<file path="src/rtl/game_pkg.sv">
// Shared definitions for the game control path: state encoding and position packing.
package game_pkg;

  localparam logic [2:0] ST_IDLE    = 3'd0;
  localparam logic [2:0] ST_PLAY    = 3'd1;
  localparam logic [2:0] ST_PAUSE   = 3'd2;
  localparam logic [2:0] ST_RESPAWN = 3'd3;
  localparam logic [2:0] ST_OVER    = 3'd4;

  localparam int unsigned POS_W   = 20;
  localparam int unsigned COORD_W = 10;
  localparam int unsigned Y_LSB   = 10;
  localparam int unsigned X_LSB   = 0;

  // Packs a coordinate pair into the {y, x} position word.
  function automatic logic [POS_W-1:0] pack_pos(input logic [COORD_W-1:0] y,
                                                input logic [COORD_W-1:0] x);
    pack_pos = '0;
    pack_pos[Y_LSB +: COORD_W] = y;
    pack_pos[X_LSB +: COORD_W] = x;
  endfunction

endpackage

</file>
<file path="src/rtl/edge_detect.sv">
// Registered rising-edge detector: one-cycle pulse on a 0->1 transition of a level input.
module edge_detect (
  input  logic clk,
  input  logic reset,
  input  logic i_level,
  output logic o_pulse_c
);

  logic r_level_q;

  always_ff @(posedge clk) begin
    if (reset) r_level_q <= 1'b0;
    else       r_level_q <= i_level;
  end

  assign o_pulse_c = i_level & ~r_level_q;

endmodule

</file>
<file path="src/rtl/game_sequencer.sv">
// Game state controller: owns the square position and runs the
// start/pause/respawn/game-over flow with lives and score tracking.
module game_sequencer
  import game_pkg::*;
#(
  parameter int unsigned X_INIT         = 300,
  parameter int unsigned Y_INIT         = 220,
  parameter int unsigned LIVES_INIT     = 3,
  parameter int unsigned RESPAWN_FRAMES = 60
) (
  input  logic        clk,
  input  logic        reset,
  input  logic        btnC,
  input  logic        refresh_tick,
  input  logic [19:0] position_next,
  input  logic        hit,
  input  logic        goal,
  output logic [19:0] position,
  output logic        status,
  output logic [2:0]  state,
  output logic [1:0]  lives,
  output logic [7:0]  score,
  output logic        game_over
);

  localparam int unsigned CNT_W = 8;
  localparam logic [POS_W-1:0] SPAWN     = pack_pos(COORD_W'(Y_INIT), COORD_W'(X_INIT));
  localparam logic [1:0]       LIVES_RST = 2'(LIVES_INIT);
  localparam logic [CNT_W-1:0] CNT_LOAD  = CNT_W'(RESPAWN_FRAMES);

  logic              w_start;
  logic [2:0]        r_state,    w_state_next;
  logic [POS_W-1:0]  r_position, w_position_next;
  logic [1:0]        r_lives,    w_lives_next;
  logic [7:0]        r_score,    w_score_next;
  logic [CNT_W-1:0]  r_resp_cnt, w_resp_cnt_next;
  logic              r_status;
  logic              r_game_over;
  logic              w_hit_fired;

  edge_detect u_start_edge (
    .clk       (clk),
    .reset     (reset),
    .i_level   (btnC),
    .o_pulse_c (w_start)
  );

  // Next-state and datapath update rules.
  always_comb begin
    w_state_next    = r_state;
    w_position_next = r_position;
    w_lives_next    = r_lives;
    w_score_next    = r_score;
    w_resp_cnt_next = r_resp_cnt;
    w_hit_fired     = 1'b0;
    case (r_state)
      ST_IDLE: begin
        w_position_next = SPAWN;
        w_lives_next    = LIVES_RST;
        w_score_next    = '0;
        if (w_start) w_state_next = ST_PLAY;
      end
      ST_PLAY: begin
        if (refresh_tick) begin
          if (hit) begin
            w_hit_fired = 1'b1;
            if (r_lives == 2'd1) begin
              w_lives_next = 2'd0;
              w_state_next = ST_OVER;
            end else begin
              w_lives_next    = r_lives - 2'd1;
              w_position_next = SPAWN;
              w_resp_cnt_next = CNT_LOAD;
              w_state_next    = ST_RESPAWN;
            end
          end else if (goal) begin
            w_score_next    = (r_score == 8'hFF) ? r_score : r_score + 8'd1;
            w_position_next = SPAWN;
          end else begin
            w_position_next = position_next;
          end
        end
        // A hit in the same frame takes precedence over a pause request.
        if (w_start && !w_hit_fired) w_state_next = ST_PAUSE;
      end
      ST_PAUSE: begin
        if (w_start) w_state_next = ST_PLAY;
      end
      ST_RESPAWN: begin
        if (refresh_tick) begin
          if (r_resp_cnt != '0) w_resp_cnt_next = r_resp_cnt - CNT_W'(1);
          if (r_resp_cnt <= CNT_W'(1)) w_state_next = ST_PLAY;
        end
      end
      ST_OVER: begin
        if (w_start) begin
          w_state_next    = ST_IDLE;
          w_position_next = SPAWN;
          w_lives_next    = LIVES_RST;
          w_score_next    = '0;
        end
      end
      default: w_state_next = ST_IDLE;
    endcase
  end

  // State and datapath registers; status flags decoded from the next state.
  always_ff @(posedge clk) begin
    if (reset) begin
      r_state     <= ST_IDLE;
      r_position  <= SPAWN;
      r_lives     <= LIVES_RST;
      r_score     <= '0;
      r_resp_cnt  <= '0;
      r_status    <= 1'b0;
      r_game_over <= 1'b0;
    end else begin
      r_state     <= w_state_next;
      r_position  <= w_position_next;
      r_lives     <= w_lives_next;
      r_score     <= w_score_next;
      r_resp_cnt  <= w_resp_cnt_next;
      r_status    <= (w_state_next == ST_PLAY);
      r_game_over <= (w_state_next == ST_OVER);
    end
  end

  assign position  = r_position;
  assign status    = r_status;
  assign state     = r_state;
  assign lives     = r_lives;
  assign score     = r_score;
  assign game_over = r_game_over;

endmodule

</file>
<file path="config.mk">
export PLATFORM = sky130hd
export DESIGN_NAME = game_sequencer
export DESIGN_NICKNAME = d
export VERILOG_FILES = /design/src/rtl/game_pkg.sv /design/src/rtl/edge_detect.sv /design/src/rtl/game_sequencer.sv
export SDC_FILE = /design/constraint.sdc
export NUM_CORES = 1
export LEC_CHECK = 0
export BUFFER_PORTS_ARGS = -buffer_cell sky130_fd_sc_hd__clkbuf_2
export CORE_ASPECT_RATIO = 1.25
export CORE_MARGIN = 2
export CORE_UTILIZATION = 41
export CTS_CLUSTER_SIZE = 24
export DETAILED_ROUTE_END_ITERATION = 8
export GPL_TIMING_DRIVEN = 0
export SETUP_SLACK_MARGIN = 0.05
export SKIP_LAST_GASP = 1
export SYNTH_ARGS = -nofsm -noshare
export SYNTH_HDL_FRONTEND = slang
export SYNTH_HIERARCHICAL = 1
export SYNTH_SLANG_ARGS = --single-unit
</file>
<file path="constraint.sdc">
create_clock -name clk -period 2.4 [get_ports clk]
set_input_delay 0.24 -clock clk [delete_from_list [all_inputs] [get_ports clk]]
set_output_delay 0.24 -clock clk [all_outputs]
set_load 0.05 [all_outputs]
</file>
**After elaboration in Yosys (flattened, before gate mapping)**

Cells that the tools add are included.

- Add/sub/neg operators: 3
- $lt $le $gt $ge: 1
- Equality and inequality tests: 18
- Muxes and demuxes: 35
- Bitwise operators: 2
- Reduce and logical (&&, ||, !) cells: 11

Operators by type and width:

| kind | number |
|---|---|
| 20-bit 2-to-1 mux | 5 |
| 8-bit 2-to-1 mux | 10 |
| 20-bit one-hot mux with 3 select lines | 1 |
| 3-bit 2-to-1 mux | 8 |
| 8-bit one-hot mux with 3 select lines | 1 |
| 2-bit inequality test (second input constant) | 9 |
| 8-bit one-hot mux with 2 select lines | 1 |
| 3-bit one-hot mux with 4 select lines | 1 |
| 6-bit AND reduction | 2 |
| 8-bit by 1-bit adder with 8-bit output (second input constant) | 1 |
| 8-bit == test (second input constant) | 1 |
| 8-bit by 1-bit less-or-equal comparator with 1-bit output (second input constant) | 1 |
| 2-bit 2-to-1 mux | 4 |
| 4-bit AND reduction | 2 |
| 8-bit nonzero test | 1 |
| 8-bit by 1-bit subtractor with 8-bit output (second input constant) | 1 |
| 3-bit by 1-bit == test with 1-bit output (second input constant) | 2 |
| 3-bit by 2-bit == test with 1-bit output (second input constant) | 2 |
| 3-bit == test (second input constant) | 2 |
| 2-bit one-hot mux with 3 select lines | 1 |
| 3-bit zero test | 1 |
| 1-bit 2-to-1 mux | 3 |
| 3-bit inequality test (second input constant) | 1 |
| 3-bit nonzero test | 1 |
| other kinds (8) | 8 |

- Flip-flop bits (word level): 44
- Input port bits: 26
- Output and inout bits: 35
- Word-level logic and storage cells: 78

**Logic depth before layout (Yosys ltp)**

- Word-level depth: 8
- Depth in mapped cells: 7
- Depth with buffers taken out: 6

**Hierarchy**

The synthesis kept the hierarchy.

Modules (own cells, without submodules):

| module | times used | cells an instance | area an instance (um2) |
|---|---|---|---|
| game_sequencer | 1 | 267 | 2240.9 |
| edge_detect | 1 | 3 | 47.5 |

**Least setup slack after synthesis**

No wires, ideal clock.

- Path kind: reg2reg
- Start: register r_lives[1] (netlist: lives[1])
- End: register r_resp_cnt[3]
- Library setup time: 0.074 ns
- Data arrival time: 1.958 ns
- Slack: 0.367 ns
- Cell stages (with the launch flop): 7
- Path buffers: 0
- Path through: dfxtp_1 > inv_1 > ha_1 > nor2b_1 > o211ai_4 > or4_1 > a31oi_1

- Cells in the longest elaborated chain, start to end: 3

RTL lines:

| element | line | source |
|---|---|---|
| start: declaration | game_sequencer.sv:34 | `logic [1:0] r_lives, w_lives_next;` |
| start signal: assignment | game_sequencer.sv:120 | `r_lives <= w_lives_next;` |
| 2-bit by 1-bit == test with 1-bit output | game_sequencer.sv:67 | `if (r_lives == 2'd1) begin` |
| 2-bit inequality test (no line) | n/a |  |
| 6-bit AND reduction (no line) | n/a |  |
| end signal: assignment | game_sequencer.sv:122 | `r_resp_cnt <= w_resp_cnt_next;` |
| end: declaration | game_sequencer.sv:36 | `logic [CNT_W-1:0] r_resp_cnt, w_resp_cnt_next;` |

Every way passes these cells.
A chain may end at the register's enable or synchronous reset.

**Worst setup path in the final report**

- Start: register r_lives[1] (netlist: lives[1])
- End: register r_resp_cnt[5]

Same word-level chain as after synthesis.

==> metrics <==
Post-CTS Setup Repair Bufs=0; setup total negative slack=0 ns; slew margin rel.=61.8%; RSZ-0062 raised after global routing=false; CTS resizes=0; clock sinks=44; Fmax=523 MHz; pre-CTS setup slack=0.511 ns; most frequent cell after synthesis=dfxtp_1; PwrDens=608 nW/um^2; Internal=1.20 mW; Critical Path Fanout Max=7; ys flop type=dfxtp_1; initial antenna violation count=0; Worst VDD drop=307 uV; CP required=2.63 ns; met2 Use GR=34.3%; clock buffer count from CTS=5; Post-synth top cells=dfxtp_1, a21oi_1, o21ai_0, nand4_1; setup violators final=0; DIE AREA=6200 um^2; Initial Utilization=42.3%; Crit Path Class=reg2reg; sequential power share=45.3%; Netlist Area Pre-Place=2290 um^2; Synthesis Warnings=6; number of synthesized flops with an enable pin=0; hold buffers post-CTS=0; CTS Root Cell=clkbuf_8; slowest CP cell=or4_1; pin count of the biggest net entering global routing=15; met1 Track Usage GR=26.5%; Final HPWL DP=4480 um; Core ar.=5410 um^2; die extent in x=70.8 um; vias in the first global route=2151; drt drc=0; Setup crit end kind=flop; total wire length=6140 um; clock share of power=36.4%; Routed wire per std cell=15.3 um; outcome=finished clean; gp weighted congestion=0.828; # IOs=61; Hold Path Class=in2reg; syn_nets=300; Top Usage Layer GRT=met2; Setup WS post-layout=0.489 ns; area share of the largest cell type after synthesis=38.5%; GRT Residual Overflow=0; Final Instance Area=2790 um^2; clock-pin transition on the worst setup and hold timing paths=0.09 ns; fraction of layout cells with a size suffix above 1=26.1%; Die Y=87.5 um; unique cell type count in the Yosys netlist=57; max-cap viol count=0; Worst setup SP type=flop; most area-consuming cells after synthesis=dfxtp_1, a21oi_1, o21ai_0; fin crit period=1.91 ns; n_diodes=0; global-route wire length before repair=10200 um; leakage power=1.10 nW; Placement Cell Area=2660 um^2; WP buf/inv=1; DR vias/cell=5.73; Fillers=550; P_sw=0.498 mW; drt pass-1 iters=4; area leader, netlist=dfxtp_1; Routed Antenna Nets=0; Port Buffers=59; Mean Syn Cell Area=8.48 um^2; CTS tree=done; CP cell instances=inv_1 -> ha_1 -> nor2b_1 -> o211ai_4 -> or4_1 -> a31oi_1; CP delay by family, top=simple AND/OR/NAND/NOR gates; Post-synth ARST share=0%; nets=366; clk_lat worst skew=0.30 ns; met3 GRT Util=3.80%; #FFs+latches synth=44; Switching Share=29.4%; combinational power share=18.2%; pins over their slew limit=0; total number of vias=2297; Worst EP arrival=2.15 ns; synthesis-to-layout area growth=21.7%; Setup Skew=0.00957 ns; CTS Buffer Depth=2; max incr delay on CP=0.52 ns; register area share after synthesis=38.5%; detailed router's first-iteration violation count=103; Rows=30; Slew @ Worst Pin=0.573 ns; All-Layer GR Usage=20.2%; Post-Synthesis Cells=270; # H-tree levels=2; final worst-path cycle share=79.6%; final hold violation count=0
## registers in the layout (all words and copies together), names as in the netlist
| register | flops |
|---|---|
| game_over | 1 |
| lives | 2 |
| position | 20 |
| r_resp_cnt | 8 |
| score | 8 |
| state | 3 |
| status | 1 |
| u_start_edge/r_level_q | 1 |
## worst paths after layout
kind | startpoint | to | slack (ns) | cells after the start
min reg2reg | position[18] | position[18] | 0.48 | 2
max reg2reg | lives[1] | r_resp_cnt[5] | 0.49 | 6
min | reset | u_start_edge/r_level_q | 0.13 | 2
max | lives[1] | r_resp_cnt[5] | 0.49 | 6
## cells in the final DEF, fill, tap and decap left out, drive strengths merged, types with 3 or more instances in the layout
cell and instances:
a211oi 5, a21boi 3, a21oi 28, a221oi 3
a31oi 3, buf 13, clkbuf 75, dfxtp 44
ha 4, inv 7, mux2i 3, nand2 11
nand2b 4, nand3 12, nand4 15, nor2 7
nor2b 5, nor3 8, nor3b 3, nor4 12
o21ai 28, o31ai 3, or3 3, or4 4
## area by class of cell
class                           count  area [um^2]  share of cell area, %
Clock buffer                        6         82.6                   2.96
Clock inverter                      2         38.8                   1.39
Timing Repair Buffer               59          295                   10.6
Multi-Input combinational cell    195         1260                   45.2
Buffer                             23          119                   4.27
Tap cell                           64         80.1                   2.88
Inverter                            8         30.0                   1.08
Sequential cell                    44          881                   31.6
## per-layer routing
metal / routed length (um) / share of wire [%]
met3: 259 / 4.2
met5: 0 / 0
met1: 2860 / 46
met2: 2960 / 48
met4: 70 / 1.1
## worst register-to-register path, delay by kind of cell (launching register included)
family,cells,cell delay [ns]
compound gates,2,0.32
fa+ha+maj,1,0.24
buf+inv,1,0.05
flops,1,0.37
simple gates,2,0.86
## through the flow
stage	total power [mW]	util (%)	hold slack [ns]	cells
finish	1.69	51.5	0.131	401
global route	1.77	51.5	0.138	401
CTS	1.71	51.5	0.126	401
detailed placement	1.09	49.3	0.444	393
global placement	1.09	49.3	0.446	393
floorplan	1.00	-	0.304	270
## kinds of logic after synthesis
logic type               share of synthesized area (%)
AO/OA/AOI/OAI                                     24.8
adder cells (fa/ha/maj)                           2.19
buffers and inverters                             6.51
flip-flops                                        38.5
multiplexers                                      1.31
AND/OR/NAND/NOR                                   26.7
## power groups by stage
stage | sequential (mW) | clock, mW | combinational (mW)
2_1_floorplan | 0.820 | 0 | 0.184
3_3_place_gp | 0.785 | 0 | 0.308
3_5_place_dp | 0.785 | 0 | 0.307
4_1_cts | 0.768 | 0.633 | 0.308
5_1_grt | 0.772 | 0.657 | 0.340
6_report | 0.768 | 0.617 | 0.308
No activity file was read; power rests on OpenSTA's default activity.
